File: src/rtl/parallel_converter_k_to_n.sv
// parallel_converter_k_to_n: packs N_IN_LANES-block beats into an N_LANES-block word behind a held ready/valid register.
// Optional sticky status flags are built only when PARALLEL_CONVERTER_STATUS_EN is defined.
module parallel_converter_k_to_n #(
  parameter int LEN_TAGGED_BLOCK = 67,
  parameter int N_LANES = 20,
  parameter int N_IN_LANES = 4,
  parameter int NB_IN_BUS = LEN_TAGGED_BLOCK*N_IN_LANES,
  parameter int NB_DATA_BUS = LEN_TAGGED_BLOCK*N_LANES,
  localparam int N_BEATS = N_LANES/N_IN_LANES,
  localparam int NB_INDEX = (N_BEATS > 1) ? $clog2(N_BEATS) : 1
) (
  input  logic                   i_clock,
  input  logic                   i_reset,
  input  logic                   i_enable,
  input  logic                   i_valid,
  input  logic                   i_sof,
  input  logic [NB_IN_BUS-1:0]   i_data,
  input  logic                   i_ready,
  input  logic                   i_clear_status,
  output logic                   o_valid,
  output logic [NB_DATA_BUS-1:0] o_data,
  output logic [NB_INDEX-1:0]    o_index,
  output logic                   o_overflow,
  output logic                   o_misalign
);
  if (N_LANES % N_IN_LANES != 0) begin : g_bad_ratio
    $error("N_IN_LANES must divide N_LANES");
  end
  logic [NB_DATA_BUS-1:0] r_accum, r_data, w_word;
  logic [NB_INDEX-1:0]    r_index, w_slot;
  logic                   r_valid, w_accept, w_complete, w_load, w_drop, w_realign;
  assign w_accept   = i_enable & i_valid;
  assign w_slot     = (w_accept & i_sof) ? '0 : r_index;
  assign w_complete = w_accept & (w_slot == NB_INDEX'(N_BEATS-1));
  assign w_load     = w_complete & (~r_valid | i_ready);
  assign w_drop     = w_complete & r_valid & ~i_ready;
  assign w_realign  = w_accept & i_sof & (r_index != '0);
  if (N_BEATS == 1) begin : g_single
    assign w_word = i_data;
  end else begin : g_multi
    assign w_word = {r_accum[NB_DATA_BUS-1 -: NB_DATA_BUS-NB_IN_BUS], i_data};
  end
  always_ff @(posedge i_clock) begin
    if (i_reset) begin
      r_accum <= '0;
      r_data  <= '0;
      r_index <= '0;
      r_valid <= 1'b0;
    end else begin
      if (w_accept) r_index <= w_complete ? '0 : w_slot + 1'b1;
      for (int j = 0; j < N_BEATS; j++)
        if (w_accept && int'(w_slot) == j) r_accum[NB_DATA_BUS-1-j*NB_IN_BUS -: NB_IN_BUS] <= i_data;
      if (w_load) begin
        r_data  <= w_word;
        r_valid <= 1'b1;
      end else if (i_ready) r_valid <= 1'b0;
    end
  end
`ifdef PARALLEL_CONVERTER_STATUS_EN
  logic r_overflow, r_misalign;
  // a set event in the same cycle as a clear wins
  always_ff @(posedge i_clock) begin
    if (i_reset) begin
      r_overflow <= 1'b0;
      r_misalign <= 1'b0;
    end else begin
      r_overflow <= w_drop | (r_overflow & ~i_clear_status);
      r_misalign <= w_realign | (r_misalign & ~i_clear_status);
    end
  end
  assign o_overflow = r_overflow;
  assign o_misalign = r_misalign;
`else
  logic w_unused;
  assign w_unused   = i_clear_status | w_drop | w_realign;
  assign o_overflow = 1'b0;
  assign o_misalign = 1'b0;
`endif
  assign o_valid = r_valid;
  assign o_data  = r_data;
  assign o_index = r_index;
endmodule

File: config.mk
export PLATFORM = sky130hd
export DESIGN_NAME = parallel_converter_k_to_n
export DESIGN_NICKNAME = d
export VERILOG_FILES = /design/src/rtl/parallel_converter_k_to_n.sv
export SDC_FILE = /design/constraint.sdc
export NUM_CORES = 2
export LEC_CHECK = 0
export BUFFER_PORTS_ARGS = -buffer_cell sky130_fd_sc_hd__buf_2
export CORE_AREA = 2 2 638 640
export CTS_CLUSTER_SIZE = 24
export DETAILED_ROUTE_END_ITERATION = 7
export DIE_AREA = 0 0 640 642
export PLACE_DENSITY_LB_ADDON = 0.2
export RECOVER_POWER = 50
export SYNTH_ARGS = -nofsm -noshare
export SYNTH_HDL_FRONTEND = slang
export SYNTH_SLANG_ARGS = --single-unit
File: constraint.sdc
create_clock -name i_clock -period 6 [get_ports i_clock]
set_input_delay 0.3 -clock i_clock [delete_from_list [all_inputs] [get_ports i_clock]]
set_output_delay 0.3 -clock i_clock [all_outputs]
set_load 0.02 [all_outputs]
==> results.tsv <==
stage	metric	value	unit
setup_path	setup.worst_path.start_class	primary input	
floorplanning	core-area	404000	sq um
floorplanning	chipWidth	640	microns
global_route	grt_first_pass_wirelength	514000	microns
finish	syn2layout_area_growth	26.3	%
yosys	syn_area	93100	sq um
route	drt_iter0_markers	3608	
route	drt-total-wl	368000	microns
finish	drive_gt1_frac	0.0807	
route	ant_nets	0	
worst_hold_path	worstHoldEndpoint	r_accum[390]	
setup_path	worstPathRequired	6690	ps
power	p_leak	0.0499	uW
route	vias_per_cell	4.15	
sta	fin_crit_sh	0.763	
route	firstDrtPassIters	5	
floorplanning	initial_core_util	0.230	
status	violations	capacitance limit, slew limit	
yosys	synth_area_per_cell	10.7	sq um
setup_path	critPathMaxFanout	53	
cts	ctsRootBufferMaster	clkbuf_16	
setup_path	cp_top_family	buffers and inverters	
setup_path	cp_cell_sequence	dlygate4sd3_1, clkbuf_1, and2_0, nand2_1, and2_0, ha_1, nand3_4, clkbuf_2, mux2i_1	
finish	mostFrequentLayoutCell	nand2b_1	
finish	most-common-layout-cells	nand2b_1, dfxtp_1, mux2i_1	
floorplanning	ioPinCount	1621	
finish	final_net_count	10694	
setup_path	crit_path_frequent_cell	and2_0	
sta	maxSlewViolCount	232	
global_route	grt_pass1_vias	67308	
power	p_per_area	309	nW/um^2
status	status	finished, violations left	
global_route	grt_use_total	0.172	
power	peakVddDrop	0.194	mV
cts	path_clk_slew	60	ps
finish	seq_area	48400	sq um
yosys	synthCells	8709	
route	wl_per_cell	22.9	microns
cts	htreeDepth	5	
global_route	grt_antenna_before_repair	47	
floorplanning	row_count	234	
setup_path	worstSetupEndpointType	flip-flop	
setup_path	rrSetupSlack	2340	ps
place	dp_cells	15264	
place	io_buffers	1617	
global_route	grt_max_degree	228	
yosys	yosysSeqAreaShare	0.519	
yosys	synth_cell_types	22	
cts	clock-sinks	2416	
yosys	yosysWarnings	0	
sta	worst_slew_pin_slew	2760	ps
sta	hold_viol	0	
finish	finalNonFillerCells	16092	
setup_path	crit_buf_inv	3	
finish	n_fill_cell	42668	
cts	clkLatencyLatePin	900	ps
worst_hold_path	hold_depth	4	
setup_path	path_class	primary input to flip-flop	
setup_path	cpPeakStageDelay	1730	ps
setup_path	cp.arrival	5280	ps
worst_hold_path	min_from	i_data[122]	
cts	cts.path.max_buffers	4	
power	p_total	36400	uW
flow_run	drv_cap	7	
sta	slew_headroom	-0.839	
sta	max_freq	0.218	GHz
setup_path	crit-reg2reg-launch	o_index[0]	
route	route.detailed.drc	0	
floorplanning	die_area	411000	sq um
global_route	grt_overflow	0	
place	gp_congestion	0.855	
setup_path	rr_worst_depth	5	
sta	rsz0062_at_grt	no	
worst_hold_path	hp-class	primary input to flip-flop	
sta	fin_skew	45.4	ps
finish	multiInputGateArea	41900	sq um
sta	min_period	4580	ps
place	post-dp-hpwl	268000	microns
cts	cts_buffers	299	
cts	cts_tree	done	
floorplanning	die_y	642	microns
sta	fin_setup_tns	0	ps
yosys	ys_ff_latch	2416	
route	vias	66801	
setup_path	crit_slowest_cell	clkbuf_2	
sta	finalSetupViolCount	0	
setup_path	r2r-end	r_accum[1058]	
-- repair_timing --
action                                   CTS  global route
gates resized for setup                    0             0
endpoints found under the setup margin     0             0
endpoints found under the hold margin   1191             0
hold buffers                             277             0
setup buffers                              0             0
-- worst max-delay path by stage --
stage / from / to / slack [ps] / cells after the start
floorplan: i_enable / r_accum[525] / 3630 / 13
global placement: i_enable / o_data[1164] / 2310 / 10
detailed placement: i_valid / o_data[94] / 2210 / 10
CTS: i_valid / r_accum[284] / 2370 / 12
global route: i_valid / r_accum[904] / 1130 / 9
finish: i_valid / r_accum[918] / 1420 / 9
-- cells in the mapped netlist --
library cell | count | share of area
a2111oi_0 | 2 | 0.00019
nand4_1 | 1 | 0.000067
buf_4 | 44 | 0.0035
nor2b_1 | 1 | 0.000067
and2_1 | 3 | 0.00020
and4_1 | 1 | 0.000094
dfxtp_1 | 2416 | 0.52
buf_2 | 218 | 0.012
nand3_1 | 5 | 0.00027
mux2i_1 | 2144 | 0.23
a21oi_1 | 269 | 0.014
buf_6 | 22 | 0.0027
and3b_1 | 1 | 0.000094
nand2b_1 | 2682 | 0.18
conb_1 | 1 | 0.000040
nor4_1 | 1 | 0.000067
nand2_1 | 540 | 0.022
clkbuf_1 | 345 | 0.014
buf_1 | 1 | 0.000040
and3_1 | 4 | 0.00027
nor2_1 | 3 | 0.00012
ha_1 | 5 | 0.00067
-- logic make-up after synthesis --
| logic type | after synthesis | share of synthesized area |
|---|---|---|
| adders and majority gates | 5 | 0.000672 |
| and+or+nand+nor | 3242 | 0.203 |
| AOI/OAI and AO/OA | 271 | 0.0146 |
| DFF | 2416 | 0.519 |
| other | 1 | 0.0000403 |
| muxes | 2144 | 0.230 |
| buffers and inverters | 630 | 0.0319 |
-- report_power, final --
part / total (uW) / internal (uW) / leakage (uW) / switching [uW]
Sequential: 16300 / 16200 / 0.0195 / 51.8
Clock: 18400 / 10900 / 0.00492 / 7490
Combinational: 1730 / 734 / 0.0255 / 997
-- worst register-to-register path: cells and delay by family (launching register included) --
| kind | cells | cell delay, ps |
|---|---|---|
| flops | 1 | 380 |
| buf+inv | 1 | 1830 |
| mux | 1 | 330 |
| fa+ha+maj | 1 | 240 |
| simple gates | 2 | 650 |
-- flip-flops by register name (all words and copies together), names as in the netlist --
name / count
o_data: 1340
r_accum: 1072
o_index: 3
o_valid: 1
-- per-layer routing --
metal  up-vias  global-route usage  share of wire
met5         -                   0       0.000019
met4         2              0.0585          0.042
met3       552              0.0474          0.067
met2      1650               0.293           0.47
met1     32485               0.206           0.42
li1      32112                   -              -
-- through the flow --
step,worst slack [ps],utilization,hold slack [ps],instance area (sq um)
final,1420,0.291,174,118000
after global routing,1130,0.291,127,118000
after CTS,2370,0.295,2.28,119000
after detailed placement,2210,0.264,447,107000
after global placement,2310,0.264,445,107000
after floorplan,3630,-,436,93200
-- layout make-up --
cell class | instances | area share
Antenna cell | 20 | 0.000425
Sequential cell | 2416 | 0.411
Timing Repair Buffer | 2033 | 0.0899
Multi-Input combinational cell | 5664 | 0.356
Clock buffer | 443 | 0.0762
Clock inverter | 88 | 0.00874
Tap cell | 5428 | 0.0577
(Power assumes the default switching activity.)
